[src/rtl/bin_defs.sv]
// Shared definitions for the bin loader / write-back pair:
// FSM encoding, the empty-slot marker and default widths.
package bin_defs;

    typedef enum logic [1:0] {
        ST_IDLE = 2'd0,
        ST_VARS = 2'd1,
        ST_LVLS = 2'd2,
        ST_DONE = 2'd3
    } state_t;

    localparam int EMPTY_VAR_ID = 0;

    localparam int DEF_NUM_VARS_A_BIN        = 8;
    localparam int DEF_NUM_LVLS_A_BIN        = 8;
    localparam int DEF_WIDTH_VAR             = 12;
    localparam int DEF_WIDTH_LVL             = 16;
    localparam int DEF_WIDTH_BIN_ID          = 10;
    localparam int DEF_WIDTH_VAR_STATES      = 19;
    localparam int DEF_WIDTH_LVL_STATES      = 11;
    localparam int DEF_ADDR_WIDTH_VAR        = 9;
    localparam int DEF_ADDR_WIDTH_VAR_STATES = 9;
    localparam int DEF_ADDR_WIDTH_LVL_STATES = 9;

endpackage

[src/rtl/gather_from_8_datas.sv]
// Selects word i_sel out of a packed 8-word vector (word 0 in the LSBs);
// inverse of the scatter helper used by the bin loader.
module gather_from_8_datas #(
    parameter int WIDTH = 8
) (
    input  logic [8*WIDTH-1:0] i_datas,
    input  logic [2:0]         i_sel,
    output logic [WIDTH-1:0]   o_data
);

    assign o_data = i_datas[i_sel*WIDTH +: WIDTH];

endmodule

[src/rtl/store_bin.sv]
// Write-back of a finished bin: per-slot var states go to the var-state RAM
// (addressed by the var ids read from the vars-bin RAM), then local lvl states.
module store_bin
    import bin_defs::*;
#(
    parameter int NUM_VARS_A_BIN        = DEF_NUM_VARS_A_BIN,
    parameter int NUM_LVLS_A_BIN        = DEF_NUM_LVLS_A_BIN,
    parameter int WIDTH_VAR             = DEF_WIDTH_VAR,
    parameter int WIDTH_LVL             = DEF_WIDTH_LVL,
    parameter int WIDTH_BIN_ID          = DEF_WIDTH_BIN_ID,
    parameter int WIDTH_VAR_STATES      = DEF_WIDTH_VAR_STATES,
    parameter int WIDTH_LVL_STATES      = DEF_WIDTH_LVL_STATES,
    parameter int ADDR_WIDTH_VAR        = DEF_ADDR_WIDTH_VAR,
    parameter int ADDR_WIDTH_VAR_STATES = DEF_ADDR_WIDTH_VAR_STATES,
    parameter int ADDR_WIDTH_LVL_STATES = DEF_ADDR_WIDTH_LVL_STATES
) (
    input  logic                                        clk,
    input  logic                                        rst,
    input  logic                                        start_update,
    input  logic [WIDTH_BIN_ID-1:0]                     bin_num_i,
    input  logic [WIDTH_LVL-1:0]                        base_lvl_i,
    input  logic [WIDTH_LVL-1:0]                        cur_lvl_i,
    output logic                                        apply_update_o,
    output logic                                        done_update,
    input  logic [WIDTH_VAR_STATES*NUM_VARS_A_BIN-1:0]  var_states_i,
    input  logic [WIDTH_LVL_STATES*NUM_LVLS_A_BIN-1:0]  lvl_states_i,
    output logic [ADDR_WIDTH_VAR-1:0]                   ram_addr_v_o,
    input  logic [WIDTH_VAR-1:0]                        ram_data_v_i,
    output logic                                        ram_we_vs_o,
    output logic [ADDR_WIDTH_VAR_STATES-1:0]            ram_addr_vs_o,
    output logic [WIDTH_VAR_STATES-1:0]                 ram_data_vs_o,
    output logic                                        ram_we_ls_o,
    output logic [ADDR_WIDTH_LVL_STATES-1:0]            ram_addr_ls_o,
    output logic [WIDTH_LVL_STATES-1:0]                 ram_data_ls_o
);

    localparam int CW_V = $clog2(NUM_VARS_A_BIN + 1);
    localparam int CW_L = $clog2(NUM_LVLS_A_BIN + 1);

    state_t                     r_state;
    logic [CW_V-1:0]            r_k;
    logic [CW_L-1:0]            r_j;
    logic [CW_L-1:0]            r_nlvl;
    logic [ADDR_WIDTH_VAR-1:0]  r_vbase;
    logic [WIDTH_LVL-1:0]       r_base_lvl;

    logic [WIDTH_LVL-1:0]        w_diff;
    logic [CW_L-1:0]             w_nlvl;
    logic [2:0]                  w_vsel;
    logic [2:0]                  w_lsel;
    logic [WIDTH_VAR_STATES-1:0] w_vs_word;
    logic [WIDTH_LVL_STATES-1:0] w_ls_word;
    logic                        w_in_vars;
    logic                        w_in_lvls;
    logic                        w_we_vs;

    // Level count is clamped to the bin size; a non-positive span means none.
    assign w_diff = cur_lvl_i - base_lvl_i;
    assign w_nlvl = (cur_lvl_i <= base_lvl_i) ? '0 :
                    (w_diff > WIDTH_LVL'(NUM_LVLS_A_BIN)) ? CW_L'(NUM_LVLS_A_BIN) :
                    CW_L'(w_diff);

    always_ff @(posedge clk) begin
        if (rst) begin
            r_state    <= ST_IDLE;
            r_k        <= '0;
            r_j        <= '0;
            r_nlvl     <= '0;
            r_vbase    <= '0;
            r_base_lvl <= '0;
        end else begin
            case (r_state)
                ST_IDLE: begin
                    if (start_update) begin
                        r_vbase    <= ADDR_WIDTH_VAR'((32'(bin_num_i) - 32'd1)
                                      * 32'(NUM_VARS_A_BIN) + 32'd1);
                        r_base_lvl <= base_lvl_i;
                        r_nlvl     <= w_nlvl;
                        r_k        <= '0;
                        r_j        <= '0;
                        r_state    <= ST_VARS;
                    end
                end
                ST_VARS: begin
                    if (r_k == CW_V'(NUM_VARS_A_BIN)) begin
                        r_k     <= '0;
                        r_j     <= '0;
                        r_state <= (r_nlvl == '0) ? ST_DONE : ST_LVLS;
                    end else begin
                        r_k <= r_k + 1'b1;
                    end
                end
                ST_LVLS: begin
                    if (r_j == CW_L'(r_nlvl - 1'b1)) begin
                        r_j     <= '0;
                        r_state <= ST_DONE;
                    end else begin
                        r_j <= r_j + 1'b1;
                    end
                end
                default: r_state <= ST_IDLE;
            endcase
        end
    end

    assign w_in_vars = (r_state == ST_VARS);
    assign w_in_lvls = (r_state == ST_LVLS);

    // RAM data in cycle k answers the address issued in cycle k-1, i.e. slot k-1.
    assign w_vsel  = 3'(r_k - 1'b1);
    assign w_lsel  = 3'(r_j);
    assign w_we_vs = w_in_vars && (r_k != '0)
                     && (ram_data_v_i != WIDTH_VAR'(EMPTY_VAR_ID));

    gather_from_8_datas #(.WIDTH(WIDTH_VAR_STATES)) u_gather_vs (
        .i_datas (var_states_i),
        .i_sel   (w_vsel),
        .o_data  (w_vs_word)
    );

    gather_from_8_datas #(.WIDTH(WIDTH_LVL_STATES)) u_gather_ls (
        .i_datas (lvl_states_i),
        .i_sel   (w_lsel),
        .o_data  (w_ls_word)
    );

    assign apply_update_o = w_in_vars || w_in_lvls;
    assign done_update    = (r_state == ST_DONE);

    assign ram_addr_v_o  = (w_in_vars && (r_k < CW_V'(NUM_VARS_A_BIN)))
                           ? r_vbase + ADDR_WIDTH_VAR'(r_k) : '0;

    assign ram_we_vs_o   = w_we_vs;
    assign ram_addr_vs_o = w_we_vs ? ADDR_WIDTH_VAR_STATES'(ram_data_v_i) : '0;
    assign ram_data_vs_o = w_we_vs ? w_vs_word : '0;

    assign ram_we_ls_o   = w_in_lvls;
    assign ram_addr_ls_o = w_in_lvls
                           ? ADDR_WIDTH_LVL_STATES'(r_base_lvl + WIDTH_LVL'(r_j) + WIDTH_LVL'(1))
                           : '0;
    assign ram_data_ls_o = w_in_lvls ? w_ls_word : '0;

endmodule

[config.mk]
export PLATFORM = sky130hd
export DESIGN_NAME = store_bin
export DESIGN_NICKNAME = d
export VERILOG_FILES = /design/src/rtl/bin_defs.sv /design/src/rtl/gather_from_8_datas.sv /design/src/rtl/store_bin.sv
export SDC_FILE = /design/constraint.sdc
export NUM_CORES = 1
export LEC_CHECK = 0
export BUFFER_PORTS_ARGS = -buffer_cell sky130_fd_sc_hd__buf_2
export CORE_AREA = 2 2 139 141
export CTS_CLUSTER_DIAMETER = 150
export DETAILED_ROUTE_END_ITERATION = 16
export DIE_AREA = 0 0 141 143
export HOLD_SLACK_MARGIN = 0.03
export PLACE_DENSITY_LB_ADDON = 0.08
export SLEW_MARGIN = 30
export SYNTH_ARGS = -nofsm -noshare
export SYNTH_HDL_FRONTEND = slang
export SYNTH_HIERARCHICAL = 1
export SYNTH_SLANG_ARGS = --single-unit
export TNS_END_PERCENT = 50
[constraint.sdc]
create_clock -name clk -period 2.7 [get_ports clk]
set_input_delay 0.27 -clock clk [delete_from_list [all_inputs] [get_ports clk]]
set_output_delay 0.27 -clock clk [all_outputs]
set_load 0.02 [all_outputs]
After elaboration in Yosys (flattened, before gate mapping)

Cells that the tools add are included.

Register bits after elaboration: 32
Input bits: 297
Logic and storage cells: 63

$add $sub $neg: 10
$mul: 2
Magnitude comparators: 3
Equal/unequal tests: 8
Shift-type cells: 2
Muxes and demuxes: 18
Reduce and logical (&&, ||, !) cells: 14

Operator list:

| operator                                                              | count |
|---|---|
| 152-bit by 9-bit variable part select with 19-bit output              | 1 |
| 88-bit by 8-bit variable part select with 11-bit output               | 1 |
| 9-bit two-way mux                                                     | 3 |
| 4-bit two-way mux                                                     | 6 |
| 19-bit two-way mux                                                    | 1 |
| 9-bit by 4-bit adder with 9-bit output                                | 2 |
| 16-bit by 4-bit > comparator with 1-bit output, second input constant | 1 |
| 16-bit less-or-equal comparator                                       | 1 |
| 16-bit subtractor                                                     | 1 |
| 4-bit case mux with 3 select lines                                    | 1 |
| 12-bit nonzero test                                                   | 1 |
| 11-bit two-way mux                                                    | 1 |
| 9-bit by 1-bit adder with 9-bit output, second input constant         | 1 |
| 9-bit by 2-bit adder with 9-bit output, second input constant         | 1 |
| 4-bit by 1-bit adder with 4-bit output, second input constant         | 2 |
| 3-bit by 5-bit multiplier with 8-bit output, second input constant    | 1 |
| 4-bit case mux with 2 select lines                                    | 1 |
| 3-bit by 4-bit multiplier with 7-bit output, second input constant    | 1 |
| 2-bit two-way mux                                                     | 3 |
| 2-bit case mux with 3 select lines                                    | 1 |
| 3-bit AND reduction                                                   | 2 |
| 6-bit by 1-bit subtractor with 6-bit output, second input constant    | 1 |
| 2-bit == test, second input constant                                  | 2 |
| 4-bit == test                                                         | 1 |
| other kinds (16)                                                      | 20 |

Longest topological paths before layout

Gate-level depths: netlist of run 1.

Word-level depth: 4
Depth in mapped cells: 10

Cells and area by module

The synthesis of run 1 kept the hierarchy.

By module, submodules not included:

| module                             | times used | cells each | area each (sq um) |
|---|---|---|---|
| store_bin                          | 1          | 464        | 3,343.2 |
| gather_from_8_datas at u_gather_vs | 1          | 67         | 1,256.2 |
| gather_from_8_datas at u_gather_ls | 1          | 38         | 735.7 |

Worst setup path before layout of run 1

No wires, ideal clock.

Path type: input to register
Start: input cur_lvl_i[0]
End: register r_nlvl[3]
Setup time: 116 ps
Arrival: 2,274 ps
Data required time: 2,584 ps
Setup slack: 310 ps
Stages on the path: 10
Buffers on the path: 0
Cell sequence: inv_1 > ha_1 > fa_1 > nand2b_1 > a21bo_2 > a211oi_1 > o21ai_0 > a221oi_1 > nand3_1 > o211a_1

Word-level cells in the longest chain between the ends: 4
Elaborated cells on any way between the ends: 5
Classes of those cells: add/sub: 1; order compare: 2; mux: 2

RTL lines:

| item                                           | line            | RTL |
|---|---|---|
| start, declared                                | store_bin.sv:22 | `input logic [WIDTH_LVL-1:0] cur_lvl_i,` |
| 16-bit subtractor                              | store_bin.sv:58 | `assign w_diff = cur_lvl_i - base_lvl_i;` |
| 16-bit by 4-bit > comparator with 1-bit output | store_bin.sv:60 | `(w_diff > WIDTH_LVL'(NUM_LVLS_A_BIN)) ? CW_L'(NUM_LVLS_A_BIN) :` |
| 4-bit two-way mux                              | store_bin.sv:60 |  |
| 4-bit two-way mux *                            | store_bin.sv:59 | `assign w_nlvl = (cur_lvl_i <= base_lvl_i) ? '0 :` |
| end signal, assigned                           | store_bin.sv:78 | `r_nlvl <= w_nlvl;` |
| end, declared                                  | store_bin.sv:43 | `logic [CW_L-1:0] r_nlvl;` |

Mark *: on every way between the ends. The rest lies on a longest branch, timed or not.
A chain may end at the register's enable or synchronous reset.

Worst setup path in the final report of run 1

Start: register r_k[0]
End: output ram_data_vs_o[5]

Word-level cells in the longest chain between the ends: 4
Elaborated cells on any way between the ends: 7
Classes of those cells: add/sub: 1; mul: 1; shift: 1; mux: 1; reduce/logical: 3

RTL lines:

| item                                                     | line                      | RTL |
|---|---|---|
| start, declared                                          | store_bin.sv:41           | `logic [CW_V-1:0] r_k;` |
| start signal, assigned                                   | store_bin.sv:90           | `r_k <= r_k + 1'b1;` |
| 3-bit by 1-bit subtractor with 3-bit output              | store_bin.sv:110          | `assign w_vsel = 3'(r_k - 1'b1);` |
| net w_vsel[0]                                            | store_bin.sv:49           | `logic [2:0] w_vsel;` |
| 3-bit by 5-bit multiplier with 8-bit output              | gather_from_8_datas.sv:11 | `assign o_data = i_datas[i_sel*WIDTH +: WIDTH];` |
| 152-bit by 9-bit variable part select with 19-bit output | gather_from_8_datas.sv:11 |  |
| net w_vs_word[5]                                         | store_bin.sv:51           | `logic [WIDTH_VAR_STATES-1:0] w_vs_word;` |
| 19-bit two-way mux                                       | store_bin.sv:135          | `assign ram_data_vs_o = w_we_vs ? w_vs_word : '0;` |
| end, declared                                            | store_bin.sv:31           | `output logic [WIDTH_VAR_STATES-1:0] ram_data_vs_o,` |

The timed path passes the listed nets, and every way through them passes these cells.

==> flow_metrics.py, run 1 <==
metrics = {
    "die": {
        "io_pins": 358,
        "die_w_microns": 141,
        "die_h_microns": 143,
        "core_sq_um": 18600,
        "die_area_sq_um": 20200,
        "row_count": 50,
        "initial_core_util_pct": 28.7,
    },
    "critical_path": {
        "path_max_fanout": 38,
        "worst_ep_arrival_time_ps": 2280,
        "worstPathRequired_ps": 2430,
        "worstSetupEndpointType": "output pin",
        "startpoint_type": "flip-flop",
        "crit_type": "flip-flop to output pin",
    },
    "final_layout": {
        "fill_cells": 1941,
        "fin_nets": 1262,
        "mostFrequentLayoutCells": "buf_2, nand2_1, and2_1",
        "finish.utilization_pct": 41.3,
        "fin_cells": 1166,
        "drive_gt1_share_pct": 50.8,
        "layout_commonest_cell": "buf_2",
        "syn2layout_area_growth_pct": 43.8,
    },
    "route": {
        "viasPerCell": 4.91,
        "vias": 5727,
        "drt_pass1_iterations": 4,
        "drcViolationCount": 0,
        "ant_nets": 0,
        "routed_wl_microns": 20300,
        "drt-initial-drc-count": 155,
        "drt-wirelength-per-cell_microns": 17.4,
    },
    "min_path": {
        "holdCritPathClass": "primary input to flip-flop",
    },
    "sta": {
        "setup_slack_ps": 153,
        "timing.final.crit_share_pct": 94.3,
        "slew_headroom_pct": 56.6,
        "tightest_slew_ps": 645,
        "fmax_mhz": 393,
        "rsz0062_at_grt": "false",
        "setup-tns-final_ps": 0,
        "skew_ps": 4.82,
        "setup_violations": 0,
        "hold_violations": 0,
        "slew_violations": 0,
        "fin_crit_ps": 2550,
    },
    "power_and_ir_drop": {
        "cellPowerDensity_nw_per_um2": 475,
        "leakage_nw": 3.82,
        "peakVddDrop_mv": 0.272,
    },
    "clocking": {
        "h-tree-depth": 2,
        "cts_tree": "done",
        "cts_buffer_depth": 2,
        "cts_sinks": 30,
        "clk_pin_slew_worst_paths_ps": 50,
        "clock-root-buffer": "clkbuf_16",
        "cts_hold_buffers": 0,
        "clk_latency_ps": 270,
        "cts_buffers": 5,
    },
    "grt": {
        "grtUsageMet1_pct": 24.9,
        "grt_pass1_vias": 5536,
        "grt_pass1_wl_microns": 29700,
        "overflow": 0,
        "grt.met3_usage_pct": 3.19,
        "grt.met2_usage_pct": 31.6,
        "antenna_found_initial": 1,
        "busiest_layer": "met2",
        "grt_start_max_net_pins": 39,
        "grt_usage_pct": 18.5,
    },
    "synth": {
        "ys_async_sr_fraction_pct": 0,
        "syn-num-nets": 901,
        "ys_types": 69,
        "yosysSeqAreaShare_pct": 11.3,
        "yosys_register_bits": 30,
        "synth_edf_count": 0,
        "syn-cell-area_sq_um": 5340,
        "avgSynthCellArea_sq_um": 9.38,
        "ys_warn_count": 6,
        "ys.flop_type": "dfxtp_1",
        "netlist_instances": 569,
    },
    "placed_design": {
        "dp_cells": 1156,
        "dp_hpwl_microns": 17400,
        "pre_cts_ws_ps": 8.04,
        "portBuffers": 353,
        "place.gp.congestion": 0.856,
    },
    "job": {
        "drv_cap": 0,
    },
    "run_status": {
        "status": "completed",
    },
}
[timing repair]
action / in CTS / in global routing
setup buffers: 0 / 1
resized for setup: 0 / 5
endpoints found under the setup margin: 0 / 2
[critical path, stage by stage (launching register included)]
cell and delay (ps):
dfxtp_1 310, inv_2 80, ha_1 260, xor2_4 180, buf_12 250, mux4_2 360, mux2_4 270, and2_1 130
buf_2 160
[stage by stage]
| step | instance area [sq um] | power [mW] | hold slack (ps) |
|---|---|---|---|
| after global routing | 7670 | 3.91 | 232 |
| after detailed placement | 7500 | 3.11 | 455 |
| after floorplan | 5340 | 2.39 | 366 |
| after CTS | 7650 | 3.69 | 220 |
| after global placement | 7500 | 3.10 | 454 |
| final | 7670 | 3.64 | 222 |
[cell usage after synthesis (all sizes together) (3+ instances only)]
cell    count  area (sq um)
nor3        4          20.0
mux4       60          1470
nand2b     11          68.8
buf        21           166
xor2       10          87.6
nand3       7          35.0
and2       46           288
mux2       34           450
xnor2      13           114
o21a        3          22.5
o22ai       3          18.8
a211oi      7          52.6
a31oi       3          18.8
nor3b       5          37.5
nor4        5          31.3
nor2       45           169
and3        4          26.3
dfxtp      30           601
nor2b       8          50.1
ha         33           413
inv        37           139
o31ai       6          45.0
nand2      48           183
clkbuf     14          52.6
nand4       6          37.5
mux2i       5          50.1
a21oi      35           198
o21ai      28           140
[report_power, final]
| group | switching, mW | internal [mW] |
|---|---|---|
| registers | 0.0663 | 0.520 |
| logic | 1.19 | 1.30 |
| clock network | 0.198 | 0.365 |
[sequential cells by signal, summed over array words and instances (netlist names)]
signal      count
r_base_lvl      9
r_j             4
r_k             4
r_nlvl          4
r_state         2
r_vbase         7
[area by class of cell]
type / instances / area [sq um] / area share, %
multi-input cells: 467 / 4410 / 57.5
repair buffers: 389 / 2080 / 27.1
well taps: 234 / 293 / 3.82
flip-flops and latches: 30 / 601 / 7.83
clock inverters: 1 / 5.00 / 0.0652
diodes: 1 / 2.50 / 0.0326
inverters: 37 / 139 / 1.81
clock buffers: 7 / 143 / 1.86
[worst paths after layout]
kind	from	to	slack, ps	cells after the start
worst max-delay path	r_k[0]	ram_data_vs_o[5]	150	8
worst min-delay path	bin_num_i[0]	r_vbase[3]	220	2
worst max register to register	r_j[2]	r_state[0]	540	9
worst min register to register	r_base_lvl[0]	r_base_lvl[0]	460	2
[layer usage]
| layer | wire [microns] | part of all wire, % | vias up |
|---|---|---|---|
| met1 | 9110 | 45 | 2655 |
| li1 | - | - | 2870 |
| met5 | 0 | 0 | - |
| met2 | 9780 | 48 | 190 |
| met4 | 193 | 0.95 | 0 |
| met3 | 1230 | 6.1 | 12 |
[kinds of logic (layout without fill, tap and decap cells)]
logic type | count (synthesis) | count (layout) | share of synthesized area (%)
other cells | 0 | 1 | 0
fa+ha+maj | 35 | 35 | 8.49
simple gates | 200 | 200 | 19.3
xor+xnor | 23 | 23 | 3.78
compound gates | 110 | 110 | 13.6
buf+inv | 72 | 434 | 6.71
mux | 99 | 99 | 36.9
flops | 30 | 30 | 11.3
(Power assumes the default switching activity.)
==> run 2, diff against run 1 <==
--- a/config.mk
+++ b/config.mk
@@ -8,10 +8,10 @@
 export BUFFER_PORTS_ARGS = -buffer_cell sky130_fd_sc_hd__buf_2
 export CORE_AREA = 2 2 139 141
 export CTS_CLUSTER_DIAMETER = 150
+export CTS_CLUSTER_SIZE = 8
 export DETAILED_ROUTE_END_ITERATION = 16
 export DIE_AREA = 0 0 141 143
 export HOLD_SLACK_MARGIN = 0.03
-export PLACE_DENSITY_LB_ADDON = 0.08
 export SLEW_MARGIN = 30
 export SYNTH_ARGS = -nofsm -noshare
 export SYNTH_HDL_FRONTEND = slang
==> flow_metrics.py, run 2 (synthesis results as in run 1) <==
metrics = {
    "run_status": {
        "status": "completed",
    },
    "clocking": {
        "cts_sinks": 30,
        "clk_pin_slew_worst_paths_ps": 50,
        "clock-root-buffer": "clkbuf_16",
        "cts_hold_buffers": 0,
        "clk_latency_ps": 270,
        "cts_buffers": 5,
        "cts_tree": "done",
        "cts_buffer_depth": 2,
        "h-tree-depth": 2,
    },
    "die": {
        "row_count": 50,
        "core_sq_um": 18600,
        "die_h_microns": 143,
        "die_w_microns": 141,
        "initial_core_util_pct": 28.7,
        "io_pins": 358,
        "die_area_sq_um": 20200,
    },
    "sta": {
        "setup_violations": 0,
        "fin_crit_ps": 2650,
        "setup_slack_ps": 47.7,
        "slew_headroom_pct": 59.9,
        "fmax_mhz": 377,
        "hold_violations": 0,
        "slew_violations": 0,
        "rsz0062_at_grt": "true",
        "tightest_slew_ps": 595,
        "skew_ps": 3.76,
        "timing.final.crit_share_pct": 98.2,
    },
    "min_path": {
        "min_from": "bin_num_i[0]",
        "holdCritPathClass": "primary input to flip-flop",
    },
    "power_and_ir_drop": {
        "leakage_nw": 3.82,
        "cellPowerDensity_nw_per_um2": 478,
        "peakVddDrop_mv": 0.233,
    },
    "grt": {
        "antenna_found_initial": 10,
        "grt_start_max_net_pins": 39,
        "overflow": 0,
        "grt_usage_pct": 20.2,
        "grt_pass1_wl_microns": 31600,
        "grt_pass1_vias": 5721,
    },
    "final_layout": {
        "fill_cells": 1924,
        "biggestRegsByFlops": "r_base_lvl x9, r_vbase x7",
        "multi_input_area_sq_um": 4410,
        "ff_latch_area_sq_um": 603,
        "layout_commonest_cell": "buf_2",
        "drive_gt1_share_pct": 50.6,
        "fin_cells": 1167,
        "fin_nets": 1257,
        "finish.utilization_pct": 41.4,
        "top_register": "r_base_lvl",
        "largest_reg_flops": 9,
        "syn2layout_area_growth_pct": 44.2,
        "mostFrequentLayoutCells": "buf_2, nand2_1, and2_1",
    },
    "placed_design": {
        "dp_hpwl_microns": 19000,
        "pre_cts_ws_ps": -17.7,
        "dp_cells": 1149,
        "place.gp.congestion": 0.934,
        "portBuffers": 353,
    },
    "route": {
        "drcViolationCount": 0,
        "viasPerCell": 5.05,
        "routed_wl_microns": 22000,
        "vias": 5898,
        "drt-wirelength-per-cell_microns": 18.9,
        "drt_pass1_iterations": 4,
        "drt-initial-drc-count": 244,
        "ant_nets": 0,
    },
    "critical_path": {
        "r2r-start": "r_k[0]",
        "worst_ep_arrival_time_ps": 2380,
        "startpoint_type": "flip-flop",
        "worstSetupEndpointType": "output pin",
        "startpoint": "r_j[0]",
        "worstPathRequired_ps": 2430,
        "path_max_fanout": 3,
        "crit_type": "flip-flop to output pin",
    },
    "job": {
        "drv_cap": 0,
    },
}
[run 2: timing repair]
item	4_1_cts	5_1_grt
hold endpoints to repair	0	0
setup endpoints to repair	2	22
cloned	0	1
setup buffers	2	0
gates resized for setup	4	4
[run 2: final cells by class]
| type | instances | share of cell area, % |
|---|---|---|
| Antenna cell | 7 | 0.228 |
| Clock buffer | 7 | 1.85 |
| Clock inverter | 1 | 0.0651 |
| Inverter | 37 | 1.81 |
| Multi-Input combinational cell | 467 | 57.3 |
| Sequential cell | 30 | 7.84 |
| Tap cell | 234 | 3.81 |
| Timing Repair Buffer | 384 | 27.1 |
[run 2: report_power, final]
part           switching (mW)  internal [mW]  total, mW
clock network           0.183          0.364      0.548
registers              0.0684          0.521      0.590
logic                    1.23           1.31       2.54
[run 2: metrics by stage]
stage | TNS, ps | hold slack (ps) | total power, mW | cell area (sq um)
4_1_cts | 0 | 215 | 3.68 | 7650
2_1_floorplan | 0 | 366 | 2.39 | 5340
5_1_grt | -62.0 | 225 | 3.95 | 7690
3_5_place_dp | -18.2 | 454 | 3.11 | 7470
3_3_place_gp | 0 | 446 | 3.10 | 7470
6_report | 0 | 220 | 3.68 | 7690
[run 2: worst paths after layout]
path | to | slack [ps] | cells after the start
setup reg to reg | r_j[3] | 360 | 9
hold / removal | r_vbase[3] | 220 | 2
setup / recovery | ram_addr_ls_o[8] | 50 | 11
hold reg to reg | r_base_lvl[0] | 460 | 2
[run 2: worst max-delay path, stage by stage, from the launching register on]
cell and delay, ps:
dfxtp_1 320, inv_1 90, ha_2 210, fa_1 390
nor2b_2 180, o21ai_1 90, nand2b_1 100, and3_4 190
nand3_1 90, xnor2_1 150, and2_1 170, buf_4 150
[run 2: layer usage]
layer  track usage, %  wire (microns)  up-vias
met3             3.99            1420       34
met2             37.7           11700      234
met5                0              49        -
met1             23.1            8430     2758
met4             6.53             374        6
li1                 -               -     2866
